`config.mk`:
```
export PLATFORM = sky130hd
export DESIGN_NAME = sinc_coeff_sequencer
export DESIGN_NICKNAME = d
export VERILOG_FILES = /design/src/rtl/sinc_seq_pkg.sv /design/src/rtl/sinc_coeff_half_buf.sv /design/src/rtl/sinc_coeff_sequencer.sv
export SDC_FILE = /design/constraint.sdc
export NUM_CORES = 1
export LEC_CHECK = 0
export CORE_ASPECT_RATIO = 1.25
export CORE_MARGIN = 5
export CORE_UTILIZATION = 40
export CTS_CLUSTER_DIAMETER = 100
export DETAILED_ROUTE_END_ITERATION = 10
export GPL_TIMING_DRIVEN = 0
export MAX_ROUTING_LAYER = met4
export PLACE_DENSITY = 0.63
export SLEW_MARGIN = 15
export SYNTH_ARGS = -nofsm -noshare
export SYNTH_HDL_FRONTEND = slang
export SYNTH_SLANG_ARGS = --single-unit
```
`constraint.sdc`:
```
create_clock -name i_clk -period 15.3 [get_ports i_clk]
set_clock_uncertainty 0.15 [all_clocks]
set_input_delay 2.295 -clock i_clk [delete_from_list [all_inputs] [get_ports i_clk]]
set_output_delay 2.295 -clock i_clk [all_outputs]
set_load 0.03 [all_outputs]
```
`src/rtl/sinc_seq_pkg.sv`:
```
// Shared types and Q2.22 saturation helper for the sinc coefficient sequencer.
package sinc_seq_pkg;

  localparam int Q_W      = 24;
  localparam int SAT_IN_W = 48;

  localparam logic [Q_W-1:0] Q22_MAX = 24'h7FFFFF;
  localparam logic [Q_W-1:0] Q22_MIN = 24'h800000;

  localparam logic signed [SAT_IN_W-1:0] SAT_HI = 48'sh0000_007F_FFFF;
  localparam logic signed [SAT_IN_W-1:0] SAT_LO = -48'sh0000_0080_0000;

  typedef enum logic [2:0] {
    IDLE,
    PRIME,
    HOLD,
    EMIT_FWD,
    MIRROR
  } state_e;

  typedef struct packed {
    logic [Q_W-1:0] value;
    logic           clamped;
  } sat_result_t;

  function automatic sat_result_t sat_q22(input logic signed [SAT_IN_W-1:0] x);
    sat_result_t r;
    if (x > SAT_HI) begin
      r.value   = Q22_MAX;
      r.clamped = 1'b1;
    end else if (x < SAT_LO) begin
      r.value   = Q22_MIN;
      r.clamped = 1'b1;
    end else begin
      r.value   = x[Q_W-1:0];
      r.clamped = 1'b0;
    end
    return r;
  endfunction

endpackage

```
`src/rtl/sinc_coeff_half_buf.sv`:
```
// Half-tap store: one write port, one combinational read port, no reset on contents.
module sinc_coeff_half_buf #(
  parameter int WIDTH = 24,
  parameter int DEPTH = 3,
  parameter int AW    = 2
) (
  input  logic             i_clk,
  input  logic             wr_en,
  input  logic [AW-1:0]    wr_addr,
  input  logic [WIDTH-1:0] wr_data,
  input  logic [AW-1:0]    rd_addr,
  output logic [WIDTH-1:0] rd_data
);

  logic [WIDTH-1:0] rows [DEPTH];

  generate
    for (genvar gi = 0; gi < DEPTH; gi++) begin : g_row
      logic [WIDTH-1:0] row_reg;

      always_ff @(posedge i_clk) begin
        if (wr_en && (wr_addr == AW'(gi))) begin
          row_reg <= wr_data;
        end
      end

      assign rows[gi] = row_reg;
    end
  endgenerate

  // Explicit compare mux keeps out-of-range addresses well defined for non power-of-two depths.
  always_comb begin
    rd_data = '0;
    for (int i = 0; i < DEPTH; i++) begin
      if (rd_addr == AW'(i)) begin
        rd_data = rows[i];
      end
    end
  end

endmodule

```
`src/rtl/sinc_coeff_sequencer.sv`:
```
// Drives theta into a sinc unit, captures taps 0..CENTER and streams the full
// symmetric tap set, replaying the upper half mirrored from a local buffer.
module sinc_coeff_sequencer
  import sinc_seq_pkg::*;
#(
  parameter int IN_WIDTH = Q_W,
  parameter int K        = 8,
  parameter int N_TAPS   = 63,
  localparam int IDX_W   = (N_TAPS > 1) ? $clog2(N_TAPS) : 1
) (
  input  logic                i_clk,
  input  logic                i_rst,
  input  logic                i_start,
  input  logic [IN_WIDTH-1:0] i_step,
  output logic [IN_WIDTH-1:0] o_theta,
  input  logic [IN_WIDTH-1:0] i_sinc,
  output logic [IN_WIDTH-1:0] o_coeff,
  output logic [IDX_W-1:0]    o_coeff_idx,
  output logic                o_coeff_last,
  output logic                o_coeff_valid,
  input  logic                i_coeff_ready,
  output logic                o_busy,
  output logic                o_range_err
);

  localparam int CENTER   = N_TAPS / 2;
  localparam int HOLD_CYC = 2 * K + 3;
  localparam int ACC_W    = IN_WIDTH + IDX_W + 1;
  localparam int BUF_D    = CENTER + 1;
  localparam int BUF_AW   = (BUF_D > 1) ? $clog2(BUF_D) : 1;
  localparam int HC_W     = $clog2(HOLD_CYC + 1);

  localparam logic signed [ACC_W-1:0] CENTER_S = ACC_W'(CENTER);

  generate
    if ((N_TAPS % 2) == 0) begin : g_bad_taps
      $error("sinc_coeff_sequencer: N_TAPS must be odd");
    end
    if (IN_WIDTH != Q_W) begin : g_bad_width
      $error("sinc_coeff_sequencer: IN_WIDTH must match the Q2.22 word width");
    end
  endgenerate

  state_e                    state_reg;
  logic [IN_WIDTH-1:0]       step_reg;
  logic signed [ACC_W-1:0]   acc_reg;
  logic [HC_W-1:0]           hold_cnt_reg;
  logic [IDX_W-1:0]          idx_reg;
  logic [IN_WIDTH-1:0]       theta_reg;
  logic [IN_WIDTH-1:0]       coeff_reg;
  logic [IDX_W-1:0]          coeff_idx_reg;
  logic                      coeff_last_reg;
  logic                      coeff_valid_reg;
  logic                      range_err_reg;

  logic signed [ACC_W-1:0]   step_ext;
  logic signed [ACC_W-1:0]   prime_acc;
  logic signed [ACC_W-1:0]   next_acc;
  sat_result_t               sat_prime;
  sat_result_t               sat_next;
  logic                      fire;
  logic                      last_hold;
  logic [IDX_W-1:0]          idx_inc;
  logic [IDX_W-1:0]          rd_idx;
  logic                      buf_wr_en;
  logic [IN_WIDTH-1:0]       buf_rd_data;

  assign step_ext  = ACC_W'($signed(step_reg));
  assign prime_acc = -(CENTER_S * step_ext);
  assign next_acc  = acc_reg + step_ext;
  assign sat_prime = sat_q22(SAT_IN_W'(prime_acc));
  assign sat_next  = sat_q22(SAT_IN_W'(next_acc));

  assign fire      = coeff_valid_reg && i_coeff_ready;
  assign last_hold = (hold_cnt_reg == HC_W'(HOLD_CYC - 1));
  assign idx_inc   = idx_reg + IDX_W'(1);
  // Source slot for the tap following idx: buf[N_TAPS-1-(idx+1)].
  assign rd_idx    = IDX_W'(N_TAPS - 2) - idx_reg;
  assign buf_wr_en = (state_reg == HOLD) && last_hold;

  sinc_coeff_half_buf #(
    .WIDTH (IN_WIDTH),
    .DEPTH (BUF_D),
    .AW    (BUF_AW)
  ) u_half_buf (
    .i_clk   (i_clk),
    .wr_en   (buf_wr_en),
    .wr_addr (BUF_AW'(idx_reg)),
    .wr_data (i_sinc),
    .rd_addr (BUF_AW'(rd_idx)),
    .rd_data (buf_rd_data)
  );

  always_ff @(posedge i_clk) begin
    if (i_rst) begin
      state_reg       <= IDLE;
      step_reg        <= '0;
      acc_reg         <= '0;
      hold_cnt_reg    <= '0;
      idx_reg         <= '0;
      theta_reg       <= '0;
      coeff_reg       <= '0;
      coeff_idx_reg   <= '0;
      coeff_last_reg  <= 1'b0;
      coeff_valid_reg <= 1'b0;
      range_err_reg   <= 1'b0;
    end else begin
      case (state_reg)
        IDLE: begin
          if (i_start) begin
            step_reg      <= i_step;
            range_err_reg <= 1'b0;
            state_reg     <= PRIME;
          end
        end

        PRIME: begin
          acc_reg      <= prime_acc;
          theta_reg    <= sat_prime.value;
          hold_cnt_reg <= '0;
          idx_reg      <= '0;
          if (sat_prime.clamped) begin
            range_err_reg <= 1'b1;
          end
          state_reg    <= HOLD;
        end

        // Theta has been stable long enough for a full sinc frame plus pipeline.
        HOLD: begin
          if (last_hold) begin
            coeff_reg       <= i_sinc;
            coeff_idx_reg   <= idx_reg;
            coeff_last_reg  <= (idx_reg == IDX_W'(N_TAPS - 1));
            coeff_valid_reg <= 1'b1;
            state_reg       <= EMIT_FWD;
          end else begin
            hold_cnt_reg <= hold_cnt_reg + HC_W'(1);
          end
        end

        EMIT_FWD: begin
          if (fire) begin
            if (idx_reg == IDX_W'(CENTER)) begin
              if (N_TAPS == 1) begin
                coeff_valid_reg <= 1'b0;
                coeff_last_reg  <= 1'b0;
                state_reg       <= IDLE;
              end else begin
                idx_reg        <= idx_inc;
                coeff_reg      <= buf_rd_data;
                coeff_idx_reg  <= idx_inc;
                coeff_last_reg <= (idx_inc == IDX_W'(N_TAPS - 1));
                state_reg      <= MIRROR;
              end
            end else begin
              idx_reg         <= idx_inc;
              acc_reg         <= next_acc;
              theta_reg       <= sat_next.value;
              if (sat_next.clamped) begin
                range_err_reg <= 1'b1;
              end
              coeff_valid_reg <= 1'b0;
              hold_cnt_reg    <= '0;
              state_reg       <= HOLD;
            end
          end
        end

        MIRROR: begin
          if (fire) begin
            if (coeff_last_reg) begin
              coeff_valid_reg <= 1'b0;
              coeff_last_reg  <= 1'b0;
              state_reg       <= IDLE;
            end else begin
              idx_reg        <= idx_inc;
              coeff_reg      <= buf_rd_data;
              coeff_idx_reg  <= idx_inc;
              coeff_last_reg <= (idx_inc == IDX_W'(N_TAPS - 1));
            end
          end
        end

        default: state_reg <= IDLE;
      endcase
    end
  end

  assign o_theta       = theta_reg;
  assign o_coeff       = coeff_reg;
  assign o_coeff_idx   = coeff_idx_reg;
  assign o_coeff_last  = coeff_last_reg;
  assign o_coeff_valid = coeff_valid_reg;
  assign o_busy        = (state_reg != IDLE);
  assign o_range_err   = range_err_reg;

endmodule

```
==> impl_metrics.ini <==
[outcome]
status = finished clean

[grt]
grt_antenna_before_repair = 6
grt_pass1_vias = 30300
track_usage_pct = 25.9
grt_max_degree = 35
grt_pass1_wl_um = 207000
grt.overflow.total = 0

[clock_tree]
clkSlewWorstSetupHoldPaths_ns = 0.06
post_cts_resized = 0
cts_root_buf = clkbuf_16
clockBufferDepth = 3
cts_buffers = 92
cts_sinks = 894
post-cts-setup-buffers = 0
clock_latency_ns = 0.70
cts_htree_levels = 3
cts_tree = done
ctsHoldBuffers = 0

[die]
fp.dieW_um = 299
die_h_um = 371
io_pins = 110
std_cell_rows = 132
core-area_sq_um = 104000
dieArea_sq_um = 111000
start_util_pct = 40.2

[finish]
final.fill_count = 9332
regArea_sq_um = 25600
largest_register_ffs = 768
drive_gt1_share_pct = 9.68
stdcell_area_sq_um = 48600
multiInputGateArea_sq_um = 15100
nets = 3927
area_delta_synth_final_pct = 16.8

[synthesis]
netlist.area_leader.share_pct = 55.4
syn_nets = 3643
async_reset_ff_share_pct = 0
ys_seq_area_share_pct = 61.4
ys_ff_latch = 894
yosys.area.top_type = edfxtp_1
ys_warn_count = 0
synth_cell_types = 97
synth_edf_count = 768
synth_area_leaders = edfxtp_1 (55%), dfxtp_1 (6.1%), ha_1 (3.9%)
syn_area_per_cell_sq_um = 12.3
syn_area_sq_um = 41700
synthFlopType = edfxtp_1
synthCells = 3388

[setup_path]
worstRegToRegCells = 21
critPathMaxFanout = 10
cp-endpoint = o_theta[20]
required_ns = 15.67
endpoint_kind = register
arrival_ns = 7.48
ff2ff_setup_slack_ns = 8.19
reg2reg_to = o_theta[20]
crit_start = step_reg[1]
worst-setup-path-type = register to register
critPathLaunchType = register
rr_startpoint = step_reg[1]

[timing]
setup_violations = 0
relSlewSlack_pct = 19.8
final.period_utilization_pct = 46.4
fmax_mhz = 141
rsz0062_at_grt = false
period_minus_slack_ns = 7.11
fin_setup_tns_ns = 0
hold_slack_ns = 0.307
final_hold_viol_count = 0
slew_viol_final = 0
worstMarginPinSlew_ns = 1.20

[pwr]
power_leakage_uw = 0.0163
ir_drop_uv = 93.1
power_density_nw_per_um2 = 140
power_uw = 6790

[placement]
dpl-instance-area_sq_um = 45500
place.gp.congestion = 0.958
dpl.hpwl_um = 105000
io_buffers = 109

[routing]
drt-initial-drc-count = 4202
first_pass_iters = 6
detail_route.wl_per_cell_um = 28.4
remaining_drc_errors = 0
num_vias = 31600
drt_wl_total_um = 145000
route.antenna.remaining_nets = 0
vias_per_cell = 6.19

[job]
max-cap-violations = 0

[min_path]
min_path_type = register to register
min_from = acc_reg[18]
==> power by group <==
group          internal (uW)  total, uW  switching [uW]
Sequential              2680       2720            41.4
Combinational            628       1720            1090
Clock                   1350       2360            1010
==> per-stage QoR <==
stage	worst slack, ns	std cells	util, %
after floorplan	9.74	3388	-
after global placement	8.29	4837	42.9
after detailed placement	8.18	4918	43.9
after CTS	8.13	5090	46.9
after global routing	7.75	5095	47.0
final	8.19	5095	47.0
==> kinds of logic (layout without fill, tap and decap cells) <==
family	after synthesis	in the layout	synth area share [%]
AOI/OAI and AO/OA	1043	1043	17.4
xor gates and xnor gates	56	56	1.18
adders and majority gates	203	203	7.39
buffers and inverters	298	660	2.81
DFF	894	894	61.4
muxes	6	6	0.144
other	0	5	0
and+or+nand+nor	888	888	9.64
==> Yosys cell counts (all sizes together) (14+ instances only) <==
cell type / number
or3: 21
o21ai: 183
o221ai: 30
clkbuf: 124
a221o: 20
a221oi: 72
o21a: 25
buf: 25
xnor2: 33
and3: 14
fa: 72
a21oi: 237
nand3: 42
and2: 20
ha: 131
o22ai: 80
nand2b: 17
a31oi: 22
a2111oi: 18
inv: 147
nor3: 105
nand2: 261
a22oi: 55
nor2: 319
dfxtp: 126
o211ai: 44
a211oi: 94
xor2: 23
nor4: 27
nand4: 15
edfxtp: 768
a21o: 19
==> worst min path at each step <==
stage | end | depth (start not counted) | slack [ns]
after floorplan | acc_reg[18] | 2 | 0.29
after global placement | acc_reg[18] | 2 | 0.29
after detailed placement | acc_reg[18] | 2 | 0.30
after CTS | acc_reg[18] | 2 | 0.31
after global routing | acc_reg[18] | 2 | 0.32
final | acc_reg[18] | 2 | 0.31
==> layout by cell type, fill, tap and decap left out, types with 17 or more instances in the layout <==
master / netlist / final
a21o_1: 19 / 19
ha_1: 131 / 131
buf_2: 9 / 54
o22ai_1: 80 / 80
nand2b_1: 17 / 17
nor3_1: 100 / 87
xor2_1: 23 / 23
a21oi_1: 234 / 234
nand3_1: 42 / 42
buf_4: 0 / 30
nor3_2: 5 / 18
clkinv_1: 2 / 18
edfxtp_1: 768 / 768
xnor2_1: 33 / 33
clkdlybuf4s50_1: 0 / 85
nor2_1: 318 / 306
fa_1: 72 / 72
o21ai_0: 172 / 172
a221oi_1: 72 / 72
o211ai_1: 44 / 44
a22oi_1: 55 / 55
o221ai_1: 30 / 30
nand2_1: 261 / 261
o21a_1: 25 / 25
dfxtp_1: 126 / 126
a211oi_1: 79 / 79
a221o_1: 20 / 20
a31oi_1: 22 / 22
inv_1: 146 / 146
clkbuf_16: 0 / 94
or3_1: 21 / 21
clkbuf_1: 124 / 140
==> per-layer routing <==
layer,up-vias,track usage (%),routed length [um]
met5,-,-,0
met4,0,12.2,8040
met3,373,4.96,14300
met2,1907,41.9,68300
met1,15600,31.7,54100
li1,13700,-,-
==> cell type report <==
type / count / share of cell area [%]
Clock buffer: 111 / 4.99
Buffer: 149 / 1.26
Inverter: 149 / 1.15
Timing Repair Buffer: 190 / 3.95
Clock inverter: 61 / 1.47
Tap cell: 1340 / 3.45
Antenna cell: 5 / 0.0257
Sequential cell: 894 / 52.6
Multi-Input combinational cell: 2196 / 31.1
==> worst max-delay path, stage by stage, from the launching register on <==
cell and delay, ns:
dfxtp_1 0.65, inv_1 0.27, fa_1 0.49, ha_1 0.28, inv_1 0.05, fa_1 0.54, inv_1 0.05, fa_1 0.44
ha_1 0.34, o21ai_0 0.27, nor2_1 0.13, o41ai_4 0.58, a31oi_1 0.40, a2bb2oi_1 0.39, xnor2_1 0.26, nand4b_1 0.14
nor4b_1 0.69, a21oi_1 0.23, nor2b_2 0.18, buf_6 0.18, buf_12 0.15, a211oi_2 0.07
No activity file was read; power rests on OpenSTA's default activity.
